## src/rtl/if_stage.sv

```systemverilog
// Instruction fetch into a FIFO_DEPTH-entry prefetch buffer: head entry is presented combinationally, decode backpressures via ready_id, requests are capped by FIFO_DEPTH.
// Redirects flush the buffer and discard in-flight responses; macro IF_STATIC_BP_EN adds backward-taken static branch prediction.
module if_stage #(
    parameter logic [31:0] BOOT_ADDR  = 32'h0000_0080,
    parameter int          FIFO_DEPTH = 4
) (
    input  logic        clk,
    input  logic        reset_n,
    output logic        instr_req,
    output logic [31:0] instr_addr,
    input  logic        instr_gnt,
    input  logic        instr_rvalid,
    input  logic [31:0] instr_rdata,
    input  logic        instr_err,
    input  logic        pc_set,
    input  logic [31:0] pc_set_addr,
    input  logic        branch_redirect_ex,
    input  logic [31:0] branch_target_ex,
    input  logic        ready_id,
    output logic [31:0] pc_id,
    output logic [31:0] instr_payload,
    output logic        instr_value,
    output logic        branch_prediction_id,
    output logic        compress_instr_id,
    output logic        instr_fetch_error
);
    localparam int PTR_W = $clog2(FIFO_DEPTH);
    localparam int CNT_W = PTR_W + 1;
    localparam logic [CNT_W-1:0] DEPTH_C = CNT_W'(FIFO_DEPTH);
    localparam logic [CNT_W-1:0] ONE_C   = CNT_W'(1);
    localparam logic [CNT_W-1:0] ZERO_C  = '0;
    localparam logic [31:0]      NOP     = 32'h0000_0013;

    logic             started_q;
    logic [31:0]      fetch_pc_q, fetch_pc_d, resp_pc_q, resp_pc_d;
    logic [CNT_W-1:0] outst_q, outst_d, discard_q, discard_d, count_q, count_d, occupancy;
    logic [PTR_W-1:0] rd_ptr_q, rd_ptr_d, wr_ptr_q, wr_ptr_d;
    logic [31:0]      pc_mem_q    [FIFO_DEPTH];
    logic [31:0]      instr_mem_q [FIFO_DEPTH];
    logic             err_mem_q   [FIFO_DEPTH];
    logic             ext_redirect, pred_redirect, redirect, grant, drop, push, pop;
    logic [31:0]      redirect_target, pred_target;

    assign pc_id             = pc_mem_q[rd_ptr_q];
    assign instr_payload     = instr_mem_q[rd_ptr_q];
    assign instr_fetch_error = err_mem_q[rd_ptr_q];
    assign compress_instr_id = 1'b0;

    assign ext_redirect = pc_set | branch_redirect_ex;
    assign instr_value  = (count_q != ZERO_C) & ~ext_redirect;
    assign pop          = instr_value & ready_id;

`ifdef IF_STATIC_BP_EN
    logic        head_pred;
    logic [31:0] imm_b;
    assign head_pred = (instr_payload[6:0] == 7'b1100011) & instr_payload[31];
    assign imm_b     = {{20{instr_payload[31]}}, instr_payload[7], instr_payload[30:25],
                        instr_payload[11:8], 1'b0};
    assign branch_prediction_id = instr_value & head_pred;
    assign pred_redirect        = pop & head_pred;
    assign pred_target          = pc_id + imm_b;
`else
    assign branch_prediction_id = 1'b0;
    assign pred_redirect        = 1'b0;
    assign pred_target          = 32'h0;
`endif

    assign redirect        = ext_redirect | pred_redirect;
    assign redirect_target = (pc_set             ? pc_set_addr :
                              branch_redirect_ex ? branch_target_ex : pred_target) & ~32'h3;

    // A pop this cycle frees a slot, so a full buffer can still issue a request.
    assign occupancy  = outst_q + count_q - (pop ? ONE_C : ZERO_C);
    assign instr_req  = started_q & ~redirect & (occupancy < DEPTH_C);
    assign instr_addr = fetch_pc_q;
    assign grant      = instr_req & instr_gnt;
    assign drop       = instr_rvalid & (discard_q != ZERO_C);
    assign push       = instr_rvalid & ~drop & ~redirect;

    assign outst_d = outst_q + (grant ? ONE_C : ZERO_C) - (instr_rvalid ? ONE_C : ZERO_C);

    always_comb begin
        fetch_pc_d = fetch_pc_q;
        resp_pc_d  = resp_pc_q;
        discard_d  = discard_q;
        rd_ptr_d   = rd_ptr_q;
        wr_ptr_d   = wr_ptr_q;
        count_d    = count_q;
        if (redirect) begin
            // Everything still in flight after this cycle belongs to the old path.
            fetch_pc_d = redirect_target;
            resp_pc_d  = redirect_target;
            discard_d  = outst_q - (instr_rvalid ? ONE_C : ZERO_C);
            rd_ptr_d   = '0;
            wr_ptr_d   = '0;
            count_d    = '0;
        end else begin
            if (grant) fetch_pc_d = fetch_pc_q + 32'd4;
            if (drop)  discard_d  = discard_q - ONE_C;
            if (push) begin
                resp_pc_d = resp_pc_q + 32'd4;
                wr_ptr_d  = wr_ptr_q + PTR_W'(1);
            end
            if (pop) rd_ptr_d = rd_ptr_q + PTR_W'(1);
            count_d = count_q + (push ? ONE_C : ZERO_C) - (pop ? ONE_C : ZERO_C);
        end
    end

    always_ff @(posedge clk or negedge reset_n) begin
        if (!reset_n) begin
            started_q  <= 1'b0;
            fetch_pc_q <= BOOT_ADDR;
            resp_pc_q  <= BOOT_ADDR;
            outst_q    <= '0;
            discard_q  <= '0;
            count_q    <= '0;
            rd_ptr_q   <= '0;
            wr_ptr_q   <= '0;
            for (int i = 0; i < FIFO_DEPTH; i++) begin
                pc_mem_q[i]    <= '0;
                instr_mem_q[i] <= '0;
                err_mem_q[i]   <= 1'b0;
            end
        end else begin
            started_q  <= 1'b1;
            fetch_pc_q <= fetch_pc_d;
            resp_pc_q  <= resp_pc_d;
            outst_q    <= outst_d;
            discard_q  <= discard_d;
            count_q    <= count_d;
            rd_ptr_q   <= rd_ptr_d;
            wr_ptr_q   <= wr_ptr_d;
            if (push) begin
                pc_mem_q[wr_ptr_q]    <= resp_pc_q;
                instr_mem_q[wr_ptr_q] <= instr_err ? NOP : instr_rdata;
                err_mem_q[wr_ptr_q]   <= instr_err;
            end
        end
    end

`ifndef SYNTHESIS
    assert property (@(posedge clk) disable iff (!reset_n) push |-> ((count_q < DEPTH_C) || pop));
`endif

endmodule

```

## config.mk

```make
export PLATFORM = sky130hd
export DESIGN_NAME = if_stage
export DESIGN_NICKNAME = d
export VERILOG_FILES = /design/src/rtl/if_stage.sv
export SDC_FILE = /design/constraint.sdc
export NUM_CORES = 1
export LEC_CHECK = 0
export ABC_AREA = 0
export ABC_CLOCK_PERIOD_IN_PS = 4500
export CORE_UTILIZATION = 55
export CTS_CLUSTER_DIAMETER = 30
export CTS_CLUSTER_SIZE = 14
export DETAILED_ROUTE_END_ITERATION = 7
export HOLD_SLACK_MARGIN = 0.15
export MAX_ROUTING_LAYER = met4
export PLACE_DENSITY = 0.91
export SYNTH_ARGS = -nofsm -noshare
export SYNTH_HDL_FRONTEND = slang
export SYNTH_SLANG_ARGS = --single-unit
```

## constraint.sdc

```tcl
create_clock -name clk -period 4.5 [get_ports clk]
set_input_delay 0.675 -clock clk [delete_from_list [all_inputs] [get_ports clk]]
set_output_delay 0.675 -clock clk [all_outputs]
set_load 0.005 [all_outputs]
```

* Word level (Yosys, flattened, before mapping)
Index checks and enable logic that the tools add are counted.
** Storage, ports and cells
- Bits in registers :: 338
- Input bits :: 104
- Output and inout port bits :: 101
** Cells by class
- $add $sub $neg :: 12
- Magnitude comparators :: 4
- Muxes and demuxes :: 34
- Bitwise gates (word level) :: 13
- Reductions and logical operators :: 7
** Operators with widths (count)
- 32-bit two-way mux :: 12
- 128-bit bitwise mux :: 2
- 32-bit binary-select mux with 2-bit select :: 2
- 32-bit by 3-bit adder with 32-bit output (second input constant) :: 2
- 32-bit demux with 2-bit select :: 1
- 3-bit two-way mux :: 3
- 1-bit bitwise AND :: 8
- 2-bit two-way mux :: 4
- 2-bit nonzero test :: 4
- 1-bit two-way mux :: 7
- 3-bit by 1-bit adder with 3-bit output :: 2
- 3-bit greater-or-equal comparator (second input constant) :: 2
- 2-bit NOT with 3-bit output :: 2
- 3-bit nonzero test :: 2
- 3-bit by 1-bit subtractor with 3-bit output :: 2
- 3-bit subtractor :: 2
- 2-bit by 1-bit adder with 2-bit output (second input constant) :: 2
- 4-bit bitwise mux :: 1
- 3-bit adder :: 1
- 3-bit by 1-bit < comparator with 1-bit output (second input constant) :: 1
- 3-bit < comparator (second input constant) :: 1
- 3-bit by 1-bit subtractor with 3-bit output (second input constant) :: 1
- 1-bit binary-select mux with 2-bit select :: 1
- 1-bit demux with 2-bit select :: 1
- 3 further kinds :: 4

* Depth between registers and ports, before layout
- Word-level depth :: 12
- Gate-level depth with buffers :: 17

* Least setup slack after synthesis
OpenSTA, ideal clock, no wires.
- Path kind :: input-to-reg
- From :: in branch_redirect_ex
- To :: reg outst_q[2]
- Library setup time :: 123 ps
- Arrival :: 4201 ps
- Required time :: 4377 ps
- Path slack :: 176 ps
- Stages :: 17
- Buffers on the path :: 3
- Cell sequence :: clkbuf_1 -> or2_2 -> clkbuf_1 -> nor3b_1 -> ha_1 -> inv_1 -> ha_1 -> nand3b_1 -> a211o_1 -> nand2_1 -> clkbuf_1 -> nand2_1 -> ha_1 -> inv_1 -> ha_1 -> fa_1 -> xnor2_1
** On the way
- Longest elaborated chain between the ends :: 12
- Elaborated cells on any way between the ends :: 13
** Ends and longest elaborated chain
- from (decl) :: RTL line 17 : input logic branch_redirect_ex,
- 1-bit OR (*) :: RTL line 49 : assign ext_redirect = pc_set | branch_redirect_ex;
- 1-bit NOT (*) :: RTL line 50, 74
- 1-bit bitwise AND :: RTL line 50 : assign instr_value = (count_q != ZERO_C) & ~ext_redirect;
- 1-bit bitwise AND :: RTL line 51 : assign pop = instr_value & ready_id;
- 1-bit two-way mux :: RTL line 73 : assign occupancy = outst_q + count_q - (pop ? ONE_C : ZERO_C);
- 3-bit subtractor :: RTL line 73
- 3-bit < comparator :: RTL line 74 : assign instr_req = started_q & ~redirect & (occupancy < DEPTH_C);
- 1-bit bitwise AND (*) :: RTL line 74
- 1-bit bitwise AND (*) :: RTL line 76 : assign grant = instr_req & instr_gnt;
- 1-bit two-way mux (*) :: RTL line 80 : assign outst_d = outst_q + (grant ? ONE_C : ZERO_C) - (instr_rvalid ? ONE_C : ZERO_C);
- 3-bit by 1-bit adder with 3-bit output (*) :: RTL line 80
- 3-bit subtractor (*) :: RTL line 80
- via outst_d[2] :: RTL line 36 : logic [CNT_W-1:0] outst_q, outst_d, discard_q, discard_d, count_q, count_d, occupancy;
- to (signal assigned) :: RTL line 128 : outst_q <= outst_d;
- to (decl) :: RTL line 36
The timed path passes the listed nets; every way through them passes the cells marked *.
A chain may end at the register's enable or synchronous reset.

* Worst setup path in the final report
- From :: in branch_redirect_ex
- To :: out instr_req
** On the way
- Longest elaborated chain between the ends :: 8
- Elaborated cells on any way between the ends :: 9
** Ends and longest elaborated chain
- 1-bit OR (*) :: RTL line 49
- 1-bit NOT (*) :: RTL line 50, 74
- 1-bit bitwise AND :: RTL line 50
- 1-bit bitwise AND :: RTL line 51
- 1-bit two-way mux :: RTL line 73
- 3-bit subtractor :: RTL line 73
- 3-bit < comparator :: RTL line 74
- 1-bit bitwise AND (*) :: RTL line 74
- to (decl) :: RTL line 9 : output logic instr_req,
Mark *: on every way between the ends. The rest lies on a longest branch, timed or not.

==> flow_summary_export.csv <==
group,metric,value,unit
clock_network,cts_buffers,59,
sta,rsz0062_at_grt,"no",
synthesis,synth_cells,1409,
job,drv_cap,0,
global_routing,gr-total-overflow,0,
synthesis,synth_cell_type_count,60,
clock_network,clk_latency,0.57,ns
synthesis,yosysSeqAreaShare,52.7,%
setup_path,critPathMaxStageDelay,0.54,ns
clock_network,ctsResizeCount,0,
power_and_ir_drop,p_sw,2.75,mW
sta,slew_violations,0,
layout,drive_gt1_share,18.7,%
clock_network,cts-root-buf,"clkbuf_16",
clock_network,cts_sinks,326,
sta,fin_skew,0.0118,ns
global_routing,grt_usage,30.2,%
setup_path,cp_data_required_time,3.83,ns
clock_network,cts_tree,"done",
setup_path,r2r_start,"count_q[2]",
synthesis,synthFlopType,"dfrtp_1",
setup_path,start_kind,"input pin",
power_and_ir_drop,combinationalPowerShare,20.2,%
routing,drc,0,
placement,globalplace.congestion,0.880,
clock_network,post_cts_buffers,0,
floorplan,coreArea,27800,um^2
run_status,status,"complete, no violations",
layout,n_antenna_cell,0,
synthesis,syn_area_per_cell,11.0,um^2
setup_path,crit_type,"input pin to primary output",
placement,port_buffers,194,
clock_network,htree_levels,2,
global_routing,antenna_found_initial,0,
floorplan,ios,205,
setup_path,path_cells,"clkdlybuf4s50_1 > or2_2 > nor3b_1 > ha_1 > inv_1 > ha_1 > nand3b_1 > nand2_1 > xnor2_1 > nor2_1 > clkdlybuf4s50_1",
clock_network,clk_pin_slew,0.06,ns
clock_network,cts_hold_buf,0,
setup_path,worstPathArrival,3.49,ns
power_and_ir_drop,powerDensity,509,nW/um^2
sta,max-slew-margin-rel,22.4,%
power_and_ir_drop,leakagePower,8.63,nW
layout,fill_cells,1837,
sta,max_freq,0.240,GHz
setup_path,crit_family,"simple AND/OR/NAND/NOR gates",
setup_path,path_buf_inv,3,
placement,dp_cells,1904,
placement,dpl.hpwl,25400,um
sta,timing.final.crit_period,4.17,ns
layout,instances_no_fill,2016,
global_routing,grt_max_degree,138,
routing,dr.pass1.iters,5,
floorplan,die_x,170,um
synthesis,yosys.area.top_type,"dfrtp_1",
routing,vias_per_cell,6.09,
layout,final_nets,1710,
clock_network,cts_max_path_buffers,3,
floorplan,die_area,28800,um^2
synthesis,synth_area,15500,um^2
setup_path,end_kind,"primary output",
sta,setup_viol,0,
synthesis,synth_edf_count,0,
power_and_ir_drop,power_frac_seq,35.9,%
routing,wirelength,40900,um
sta,whs,0.156,ns
power_and_ir_drop,p_clk_share,43.9,%
synthesis,synth_top_area_share,52.3,%
sta,fin_tns_setup,0,ns
setup_path,slowest_stage,"clkdlybuf4s50_1",
sta,post-route-period-util,92.6,%
synthesis,synth.area.top_cells,"dfrtp_1, mux4_2, mux2_2, o21ai_0, nand2_1",
synthesis,yosys_warnings,0,
routing,drtAntennaViolNets,0,
power_and_ir_drop,p_int,7.35,mW
global_routing,grt_pass1_vias,12800,
routing,drtIter0Drc,1255,
power_and_ir_drop,ir_drop,0.404,mV
routing,post_drt_wl_per_cell,20.3,um
setup_path,startpoint,"branch_redirect_ex",
floorplan,initial_core_util,55.8,%
layout,area_growth,28.0,%
synthesis,synthArstFlopShare,100,%
setup_path,crit_path_max_fanout,5,
routing,via_count,12300,
min_path,hp-class,"input pin to asynchronous set/reset pin",
global_routing,grt_pass1_wl,66200,um
floorplan,rows,61,
sta,hold_viol,0,
sta,worstMarginPinSlew,1.16,ns
layout,final_util,71.4,%
synthesis,synth-seq-cells,326,
floorplan,fp.dieH,170,um
power_and_ir_drop,swShare,27.3,%
-- logic make-up after synthesis --
family	Yosys count	share of synthesized area (%)
other cells	2	0.0485
fa+ha+maj	19	1.63
buf+inv	135	3.47
flops	326	52.7
xor+xnor	15	0.937
simple gates	380	11.4
compound gates	375	13.9
mux	157	16.0
-- cell type report --
class                           count  area (um^2)  area share (%)
Sequential cell                   326         8170            41.2
Inverter                           33          124           0.624
Timing Repair Buffer              214         2200            11.1
Multi-Input combinational cell    953         6850            34.5
Clock inverter                     48          495            2.50
Tap cell                          378          473            2.38
Clock buffer                       64         1540            7.74
-- cell usage in the layout (no fill, tap or decap), types with 11 or more instances in the layout --
master           count
a21oi_1             80
a22oi_1             24
buf_4               12
clkbuf_16           59
clkdlybuf4s50_1    193
clkinv_2            11
dfrtp_1            322
ha_1                17
inv_1               33
inv_6               13
mux2_2              92
mux4_2              63
nand2_1            210
nand2b_1            30
nand3_1             29
nand4_1             14
nor2_1              33
o21ai_0            200
o31ai_1             20
-- worst reg2reg max path: stages (launching register included) --
cell and delay [ns]:
dfrtp_1 0.39, nor3_1 0.11, nor3b_1 0.38, ha_1 0.22, inv_1 0.05, ha_1 0.26
nand3b_1 0.15, a211o_1 0.37, nand2_1 0.10, nand2_1 0.07, ha_1 0.27, inv_1 0.04
ha_1 0.18, fa_1 0.38, xnor2_1 0.14
-- routing by layer --
metal | global-route usage [%] | part of all wire (%) | vias to the layer above
met2 | 49.7 | 49 | 652
met4 | 11.2 | 3.1 | 0
li1 | - | - | 5458
met1 | 37.7 | 40 | 6048
met3 | 4.98 | 7.4 | 115
met5 | - | 0 | -
-- through the flow --
step	power, mW	setup WS (ns)	cell area (um^2)
global placement	5.55	0.402	17800
CTS	10.1	0.319	19800
floorplan	4.54	0.176	15500
detailed placement	5.66	0.249	17800
finish	10.1	0.332	19800
global route	10.5	0.253	19800
-- flip-flops by register name (all words and copies together) (netlist names), 3 cells and up --
signal and flops:
resp_pc_q 30, instr_addr 30, pc_mem_q 120, err_mem_q 4, outst_q 3, discard_q 3
instr_mem_q 128, count_q 3
-- worst paths after layout --
check                                  endpoint  slack [ns]  depth (start not counted)
worst max-delay path                  instr_req        0.33                         11
worst min-delay path            instr_mem_q[51]        0.16                          1
worst max register to register       outst_q[2]        1.27                         14
worst min register to register  instr_mem_q[99]        0.47                          2
max in group asynchronous          resp_pc_q[7]        3.14                          2
min in group clk                instr_mem_q[99]        0.47                          2
-- power by group through the flow --
stage               registers (mW)  logic, mW  clock network [mW]
floorplan                     3.55      0.997                   0
global placement              3.61       1.94                   0
detailed placement            3.65       2.01                   0
CTS                           3.63       2.05                4.47
global route                  3.67       2.20                4.62
finish                        3.63       2.04                4.43
-- Yosys cell counts (3+ instances only) --
cell type	n
a31o_2	3
a21o_1	4
o22a_1	4
xnor2_1	8
and2_1	4
o21a_1	5
a211oi_1	3
mux4_2	63
nor2_1	34
a31oi_1	5
nand4_1	14
nand3b_1	3
or4_1	6
nand2_1	214
dfrtp_1	324
mux2_2	92
o31ai_1	20
nor3_1	8
and3_1	9
nor4_1	8
nand3_1	29
buf_4	6
o21ai_0	200
and4_1	8
a22oi_1	24
a21oi_1	80
ha_1	17
a22o_1	4
inv_1	33
nand2b_1	30
xor2_1	6
o211ai_1	3
a2bb2oi_1	6
a41o_1	3
clkbuf_1	81
buf_1	13
Note: power is estimated with default switching activity, not from simulation.
